--- config.mk ---
export PLATFORM = sky130hd
export DESIGN_NAME = dmem_port_arbiter
export DESIGN_NICKNAME = d
export VERILOG_FILES = /design/src/rtl/dmem_port_arbiter_pkg.sv /design/src/rtl/rsp_tag_pipe.sv /design/src/rtl/dmem_port_arbiter.sv
export SDC_FILE = /design/constraint.sdc
export NUM_CORES = 1
export LEC_CHECK = 0
export ABC_AREA = 1
export CORE_AREA = 2 2 121 123
export DETAILED_ROUTE_END_ITERATION = 8
export DIE_AREA = 0 0 123 125
export PLACE_DENSITY = 0.63
export SYNTH_ARGS = -nofsm -noshare
export SYNTH_HDL_FRONTEND = slang
export SYNTH_HIERARCHICAL = 1
export SYNTH_SLANG_ARGS = --single-unit
--- constraint.sdc ---
create_clock -name clk -period 2.6 [get_ports clk]
set_input_delay 0.52 -clock clk [delete_from_list [all_inputs] [get_ports clk]]
set_output_delay 0.52 -clock clk [all_outputs]
set_load 0.02 [all_outputs]
--- src/rtl/dmem_port_arbiter_pkg.sv ---
// rtl/dmem_port_arbiter_pkg.sv - shared encodings and helpers for the data-memory port arbiter
package dmem_port_arbiter_pkg;

  // Requester identities carried through the read tag pipe
  localparam logic ID_CORE = 1'b0;
  localparam logic ID_DBG  = 1'b1;

  // Defaults shared with the pipeline top and benches
  localparam int DEFAULT_MEM_LAT    = 1;
  localparam int DEFAULT_STARVE_MAX = 4;

  // starve counter width covers the full legal STARVE_MAX range (1..15)
  localparam int STARVE_W = 4;

  // Which requester owns the memory port this cycle
  typedef enum logic [1:0] {
    SEL_NONE = 2'd0,
    SEL_M0   = 2'd1,
    SEL_M1   = 2'd2
  } sel_e;

  // Increment that sticks at the limit instead of wrapping
  function automatic logic [STARVE_W-1:0] sat_inc(input logic [STARVE_W-1:0] v,
                                                  input logic [STARVE_W-1:0] lim);
    sat_inc = (v >= lim) ? lim : v + 1'b1;
  endfunction

endpackage

--- src/rtl/rsp_tag_pipe.sv ---
// rtl/rsp_tag_pipe.sv - {valid,id} shift register that tracks outstanding reads
module rsp_tag_pipe #(
  parameter int DEPTH = 1,
  parameter int ID_W  = 1
) (
  input  logic            clk,
  input  logic            rst_n,
  input  logic            in_valid_i,
  input  logic [ID_W-1:0] in_id_i,
  output logic            out_valid_o,
  output logic [ID_W-1:0] out_id_o
);

  logic [DEPTH-1:0] valid_q;
  logic [ID_W-1:0]  id_q [DEPTH];

  // Advance every stage each cycle; async clear drops every in-flight read
  always_ff @(posedge clk or negedge rst_n) begin
    if (!rst_n) begin
      valid_q <= '0;
      for (int i = 0; i < DEPTH; i++) begin
        id_q[i] <= '0;
      end
    end else begin
      valid_q[0] <= in_valid_i;
      id_q[0]    <= in_id_i;
      for (int i = 1; i < DEPTH; i++) begin
        valid_q[i] <= valid_q[i-1];
        id_q[i]    <= id_q[i-1];
      end
    end
  end

  assign out_valid_o = valid_q[DEPTH-1];
  assign out_id_o    = id_q[DEPTH-1];

endmodule

--- src/rtl/dmem_port_arbiter.sv ---
// rtl/dmem_port_arbiter.sv - two-requester arbiter for the single-port synchronous data memory
module dmem_port_arbiter
  import dmem_port_arbiter_pkg::*;
#(
  parameter int ADDR_W     = 32,
  parameter int DATA_W     = 32,
  parameter int MEM_LAT    = DEFAULT_MEM_LAT,
  parameter int STARVE_MAX = DEFAULT_STARVE_MAX
) (
  input  logic                clk,
  input  logic                rst_n,
  // m0: pipeline MEM stage
  input  logic                m0_req,
  input  logic                m0_we,
  input  logic [ADDR_W-1:0]   m0_addr,
  input  logic [DATA_W-1:0]   m0_wdata,
  input  logic [DATA_W/8-1:0] m0_be,
  output logic                m0_gnt,
  output logic                m0_rvalid,
  output logic [DATA_W-1:0]   m0_rdata,
  // m1: debug / loader
  input  logic                m1_req,
  input  logic                m1_we,
  input  logic [ADDR_W-1:0]   m1_addr,
  input  logic [DATA_W-1:0]   m1_wdata,
  input  logic [DATA_W/8-1:0] m1_be,
  output logic                m1_gnt,
  output logic                m1_rvalid,
  output logic [DATA_W-1:0]   m1_rdata,
  // memory side
  output logic                mem_en,
  output logic                mem_we,
  output logic [ADDR_W-1:0]   mem_addr,
  output logic [DATA_W-1:0]   mem_wdata,
  output logic [DATA_W/8-1:0] mem_be,
  input  logic [DATA_W-1:0]   mem_rdata
);

  localparam int                BE_W       = DATA_W / 8;
  localparam logic [STARVE_W-1:0] STARVE_LIM = STARVE_W'(STARVE_MAX);

  sel_e                sel;
  logic [STARVE_W-1:0] starve_cnt_q;
  logic [STARVE_W-1:0] starve_cnt_d;
  logic                tag_in_valid;
  logic                tag_in_id;
  logic                tag_out_valid;
  logic                tag_out_id;

  // Fixed m0 priority, except m1 takes the port once m0 has won STARVE_MAX times in a row
  always_comb begin
    sel = SEL_NONE;
    if (rst_n) begin
      if (m1_req && (!m0_req || starve_cnt_q == STARVE_LIM)) begin
        sel = SEL_M1;
      end else if (m0_req) begin
        sel = SEL_M0;
      end
    end
  end

  assign m0_gnt = (sel == SEL_M0);
  assign m1_gnt = (sel == SEL_M1);
  assign mem_en = m0_gnt | m1_gnt;

  // Route the winning request to memory; reads always enable every byte, idle drives zero
  always_comb begin
    mem_we    = 1'b0;
    mem_addr  = '0;
    mem_wdata = '0;
    mem_be    = '0;
    case (sel)
      SEL_M0: begin
        mem_we    = m0_we;
        mem_addr  = m0_addr;
        mem_wdata = m0_wdata;
        mem_be    = m0_we ? m0_be : {BE_W{1'b1}};
      end
      SEL_M1: begin
        mem_we    = m1_we;
        mem_addr  = m1_addr;
        mem_wdata = m1_wdata;
        mem_be    = m1_we ? m1_be : {BE_W{1'b1}};
      end
      default: begin
        mem_we = 1'b0;
      end
    endcase
  end

  // Count m0 wins while m1 waits; any m1 service or m1 going idle clears the count
  always_comb begin
    starve_cnt_d = starve_cnt_q;
    if (!m1_req || m1_gnt) begin
      starve_cnt_d = '0;
    end else if (m0_gnt) begin
      starve_cnt_d = sat_inc(starve_cnt_q, STARVE_LIM);
    end
  end

  // Starvation counter register
  always_ff @(posedge clk or negedge rst_n) begin
    if (!rst_n) begin
      starve_cnt_q <= '0;
    end else begin
      starve_cnt_q <= starve_cnt_d;
    end
  end

  // Only reads enter the tag pipe; writes finish on their grant cycle
  assign tag_in_valid = mem_en & ~mem_we;
  assign tag_in_id    = m1_gnt ? ID_DBG : ID_CORE;

  rsp_tag_pipe #(
    .DEPTH (MEM_LAT),
    .ID_W  (1)
  ) u_tag_pipe (
    .clk         (clk),
    .rst_n       (rst_n),
    .in_valid_i  (tag_in_valid),
    .in_id_i     (tag_in_id),
    .out_valid_o (tag_out_valid),
    .out_id_o    (tag_out_id)
  );

  // Memory data is shared; the tag at the last stage says whose read it is
  assign m0_rvalid = rst_n & tag_out_valid & (tag_out_id == ID_CORE);
  assign m1_rvalid = rst_n & tag_out_valid & (tag_out_id == ID_DBG);
  assign m0_rdata  = mem_rdata;
  assign m1_rdata  = mem_rdata;

endmodule

# Word level (Yosys, flattened, before mapping)
# Cells that the tools add are included.
# word_totals
reg_bits	6
in_bits	174
output_inout_bits	138
wordCells	34
# classes
addsub	1
order_cmp	1
eq_ne	3
mux	13
n_bitwise	7
reduce_logical	6
# op_table
op	n
one-hot mux 32 bit (2 select lines)	2
two-way mux 4 bit	5
one-hot mux 4 bit (2 select lines)	1
adder 4 x 1 -> 4 bit (second input constant)	1
bitwise AND 1 bit	4
== test 4 x 3 -> 1 bit (second input constant)	1
greater-or-equal comparator 4 x 3 -> 1 bit (second input constant)	1
two-way mux 2 bit	2
== test 2 x 1 -> 1 bit (second input constant)	1
== test 2 bit (second input constant)	1
zero test 1 bit	2
logical OR 1 bit	2
two-way mux 1 bit	2
NOT 1 bit	2
one-hot mux 1 bit (2 select lines)	1
nonzero test 2 bit	1
logical AND 1 bit	1
bitwise OR 1 bit	1

# Longest topological paths before layout
# depth
ltp_word	9
ltp_mapped	12
depth_no_buf	12

# Cells and area by module
# The synthesis kept the hierarchy.
# by_module_without_submodules
module	n_inst	cells_per_inst	area_per_inst_um2	seq_area_each_um2
dmem_port_arbiter	1	349	1829.3	100.1
rsp_tag_pipe	1	2	50.0	50.0

# Least setup slack after synthesis
# OpenSTA, ideal clock, no wires.
# synth_timing
path_type	register to output
from	register starve_cnt_q[0]
to	output mem_addr[11]
arrival_ns	1.974
required_time_ns	2.080
path_slack_ns	0.106
stages_incl_launch_ff	12
n_path_buf	2
cell_sequence	dfrtp_1 > inv_1 > ha_1 > nand3_1 > nand2_1 > nand3_1 > inv_1 > ha_1 > buf_4 > buf_2 > nand2_1 > a21oi_1
# synth_between
elab_chain_len	7
word_cells_on_any_way	8
cone_classes	eq/ne (3); mux (3); reduce/logical (2)
# synth_lines
element	line_no	text
start, declared	dmem_port_arbiter.sv:43	logic [STARVE_W-1:0] starve_cnt_q;
start signal, assigned	dmem_port_arbiter.sv:106	starve_cnt_q <= starve_cnt_d;
== test 4 x 3 -> 1 bit	dmem_port_arbiter.sv:54	if (m1_req && (!m0_req || starve_cnt_q == STARVE_LIM)) begin
logical OR 1 bit	dmem_port_arbiter.sv:54	
logical AND 1 bit	dmem_port_arbiter.sv:54	
two-way mux 2 bit	dmem_port_arbiter.sv:54	
two-way mux 2 bit	dmem_port_arbiter.sv:53	if (rst_n) begin
== test 2 bit	-	
named net m1_gnt	dmem_port_arbiter.sv:27	output logic m1_gnt,
one-hot mux 32 bit (2 select lines)	dmem_port_arbiter.sv:72	case (sel)
end, declared	dmem_port_arbiter.sv:33	output logic [ADDR_W-1:0] mem_addr,
# The timed path passes the listed nets, and every way through them passes these cells.

# Worst setup path after layout
# layout_timing
from	input rst_n
to	output mem_wdata[6]
# layout_between
elab_chain_len	3
word_cells_on_any_way	4
cone_classes	eq/ne (2); mux (2)
# layout_lines
element	line_no	text
start, declared	dmem_port_arbiter.sv:11	input logic rst_n,
two-way mux 2 bit (*)	dmem_port_arbiter.sv:53	
== test 2 bit or == test 2 x 1 -> 1 bit (tied branches)	dmem_port_arbiter.sv:72	
one-hot mux 32 bit (2 select lines) (*)	dmem_port_arbiter.sv:72	
end, declared	dmem_port_arbiter.sv:34	output logic [DATA_W-1:0] mem_wdata,
# Mark *: on every way between the ends. The rest lies on a longest branch, timed or not.

==> key figures <==
Worst setup path
  – Worst reg2reg path startpoint: starve_cnt_q[0]$_DFFE_PN0P_
  – Largest fanout on the critical path: 10
  – Slowest library cell on the worst path: dlygate4sd2_1
  – Critical path data arrival time: 2.01 ns
  – Critical Setup Path Class: in2out
  – Data required time of the critical path: between 2 and 2.5 ns
  – Launching instance or port of the critical path: rst_n
  – Cell Chain, Critical Path: dlygate4sd2_1, nand2_1, inv_1, nand2_4, ha_4, bufbuf_16, a21oi_1, buf_2
  – Element type at the critical path start: input port
  – Largest incremental delay on the critical path: a little under 0.3 ns
  – Critical Path Sink Type: output pin

Pwr
  – Combinational Power Share: 63.2%
  – Share of total power consumed by net switching: 32.2%
  – Worst ir drop on vdd: 0.158 mV
  – Switching Power: 309 uW
  – Power Density: 222 mW/mm^2
  – Total leakage power: 0.00175 uW
  – Internal power of the cells: 651 uW
  – Reg power frac: 10.3%
  – Clk pwr share: 26.5%

Yosys
  – Portion of the post-synthesis area used by sequential elements: 7.99%
  – Dominant cells by area after synthesis: nand2_1, buf_4, a21oi_1, dfrtp_1, ha_1
  – Post-synth EDFFs: 0
  – Proportion of synthesized flip-flops having asynchronous set or reset: 100%
  – Most used DFF post-synth: dfrtp_1
  – Largest area contributor in the synthesized netlist: nand2_1
  – Warning count from the yosys run: 6
  – Post-Syn Area per Cell: between 5 and 6 sq um
  – Area of the mapped netlist: 0.00188 sq mm
  – Share of the synthesized area in the top cell type: 29.8%
  – Most frequent cell after synthesis: nand2_1
  – Number of synthesized register bits: 6
  – Post-Syn Nets: 530
  – Library cells used by synthesis: 13
  – Synth cell count leaders: nand2_1, buf_4, a21oi_1, inv_1, buf_2
  – Cells after synthesis: between 300 and 400

Route
  – Iteration count of the initial detailed-routing pass: 4
  – Iteration-0 DRC count of the detailed router: 93
  – Routed wirelength normalized by instance count: 15.4 um
  – Total via count after detailed routing: ~2800
  – Drt drc: 0
  – Drt total wl: 10.9 mm
  – Post-route antenna net violation count: 0
  – Via density: 3.91

Clock network
  – Latest clock arrival within the worst-skew pair: between 0.2 and 0.25 ns
  – Number of CTS-inserted buffers: 3
  – H-Tree Level Count: 1
  – Num Clock Sinks: 6
  – # hold bufs at CTS: 0
  – TritonCTS clock tree: yes
  – Register clock-pin slew on the reported worst setup and hold paths: ~0.030 ns
  – CTS Buffer Depth: 2
  – Clock tree root driver cell: clkbuf_16

Cells and area
  – Syn-to-layout area delta: 130%
  – Share of layout cells above drive strength 1: ~28%
  – Post-route standard cell area excluding fillers: 0.00433 sq mm
  – Final #Nets: slightly above 700
  – Total inserted antenna cells: 0
  – Post-route non-filler standard cell count: 707

STA
  – Time the worst path needs with I/O delays and setup: approximately 2.5 ns
  – Worst-case setup margin in the final layout: 0.0705 ns
  – Final number of max-transition violations: 0
  – Slew of the pin with the lowest slew margin: 0.319 ns
  – Max-Slew Margin vs Limit: approximately four fifths
  – Share of the clock period used by the worst path: 97.3%
  – Final hold slack: about 0.44 ns
  – Number of failing hold endpoints at the final stage: 0
  – Final Skew: 0.00147 ns
  – Maximum achievable frequency: 395 MHz
  – Setup violation total in the final timing report: 0

Global routing
  – Overall routing resource usage: 12.3%
  – Global-route wire length before repair: 14.8 mm
  – Vias in the first global route: 2746
  – Largest net degree at the start of global routing: 32
  – Initial antenna violation count: 0
  – Global route overflow: 0

Flow run
  – Number of violations of the max-capacitance limit: 0

Floorplan
  – Core region area: 0.0142 sq mm
  – Die boundary width: 123 um
  – Die outline area: 0.0154 sq mm
  – Core Rows: 44
  – Starting density of the core: approximately an eighth
  – Die span in y: 125 um
  – Ports placed on the boundary: 312

Placed design
  – PortBufs: 215
  – Cell area after placement: just under 0.004 sq mm
  – Routability congestion estimate: 0.738
  – Post-DP HPWL: 6.86 mm
  – Instance count after placement with tap cells included: 682
  – Post-placement setup slack: -0.695 ns

Min path
  – Class of the worst hold path: in2async

Status
  – Run status: complete, no violations
[path summary, 6_finish.rpt]
check	slack [ns]	depth (start not counted)	to
worst min-delay path	0.44	2	u_tag_pipe/out_valid_o$_DFF_PN0_
min in group clk	0.60	3	starve_cnt_q[1]$_DFFE_PN0P_
worst max-delay path	0.07	8	mem_wdata[6]
worst max register to register	0.67	12	starve_cnt_q[2]$_DFFE_PN0P_
max in group asynchronous	2.04	2	starve_cnt_q[0]$_DFFE_PN0P_
worst min register to register	0.60	3	starve_cnt_q[1]$_DFFE_PN0P_
[metrics by stage]
| step | TNS, ns | total power, uW | utilization, % |
|---|---|---|---|
| 2_1_floorplan | 0 | 407 | - |
| 3_3_place_gp | -37.64 | 606 | 27.2 |
| 3_5_place_dp | -37.78 | 605 | 27.2 |
| 4_1_cts | -0.0242 | 930 | 28.5 |
| 5_1_grt | -0.0267 | 1020 | 30.5 |
| 6_report | 0 | 961 | 30.5 |
[cells by family after synthesis]
family	count (synthesis)	synth area share, %
adder cells (fa/ha/maj)	5	3.33
AND/OR/NAND/NOR	162	32.9
flip-flops	6	7.99
AO/OA/AOI/OAI	75	20.0
buffers and inverters	103	35.8
[timing repair]
item | in CTS | in global routing
resized for setup | 333 | 40
buffers inserted | 5 | 5
gates cloned | 7 | 6
endpoints found under the setup margin | 72 | 72
pin swaps | 20 | 9
[power groups by stage]
stage | registers, uW | clock network, uW | logic (uW)
floorplan | 99.7 | 0 | 307
global placement | 99.6 | 0 | 506
detailed placement | 99.6 | 0 | 506
CTS | 98.7 | 259 | 573
global route | 99.1 | 265 | 652
finish | 98.8 | 255 | 607
[metal layers]
metal  up-vias  global-route usage, %  part of all wire, %  routed length, um
met5         -                      0                    0                  0
li1       1386                      -                    -                  -
met2       155                   21.8                   49               5380
met3        13                   3.88                  8.4                920
met1      1207                   14.6                   42               4550
met4         0                   1.94                 0.62                 68
[cells in the final DEF (no fill, tap or decap), drive strengths merged]
cell type and instances:
clkbuf 8, bufbuf 1, nand4 2, inv 16, nand2 149, nor2 7, clkdlybuf4s50 140, dfrtp 6
buf 104, o21ai 6, dlygate4sd2 6, ha 5, nand3 2, a21oi 69, nor3 2
[sequential cells by signal (all words and copies together), names as in the netlist]
signal,cells
u_tag_pipe/out_id_o,1
starve_cnt_q,4
u_tag_pipe/out_valid_o,1
[final cells by class]
type / count / area (sq um)
Fill cell: 1566 / 9870
Clock buffer: 3 / 75.1
Inverter: 16 / 62.6
Multi-Input combinational cell: 242 / 1230
Tap cell: 184 / 230
Sequential cell: 6 / 150
Timing Repair Buffer: 256 / 2580
[worst max-delay path: cells and delay by family]
family / cells / cell delay [ns]
buffers and inverters: 4 / 0.87
adders and majority gates: 1 / 0.29
AOI/OAI and AO/OA: 1 / 0.11
and+or+nand+nor: 2 / 0.21
Note: power is estimated with default switching activity, not from simulation.
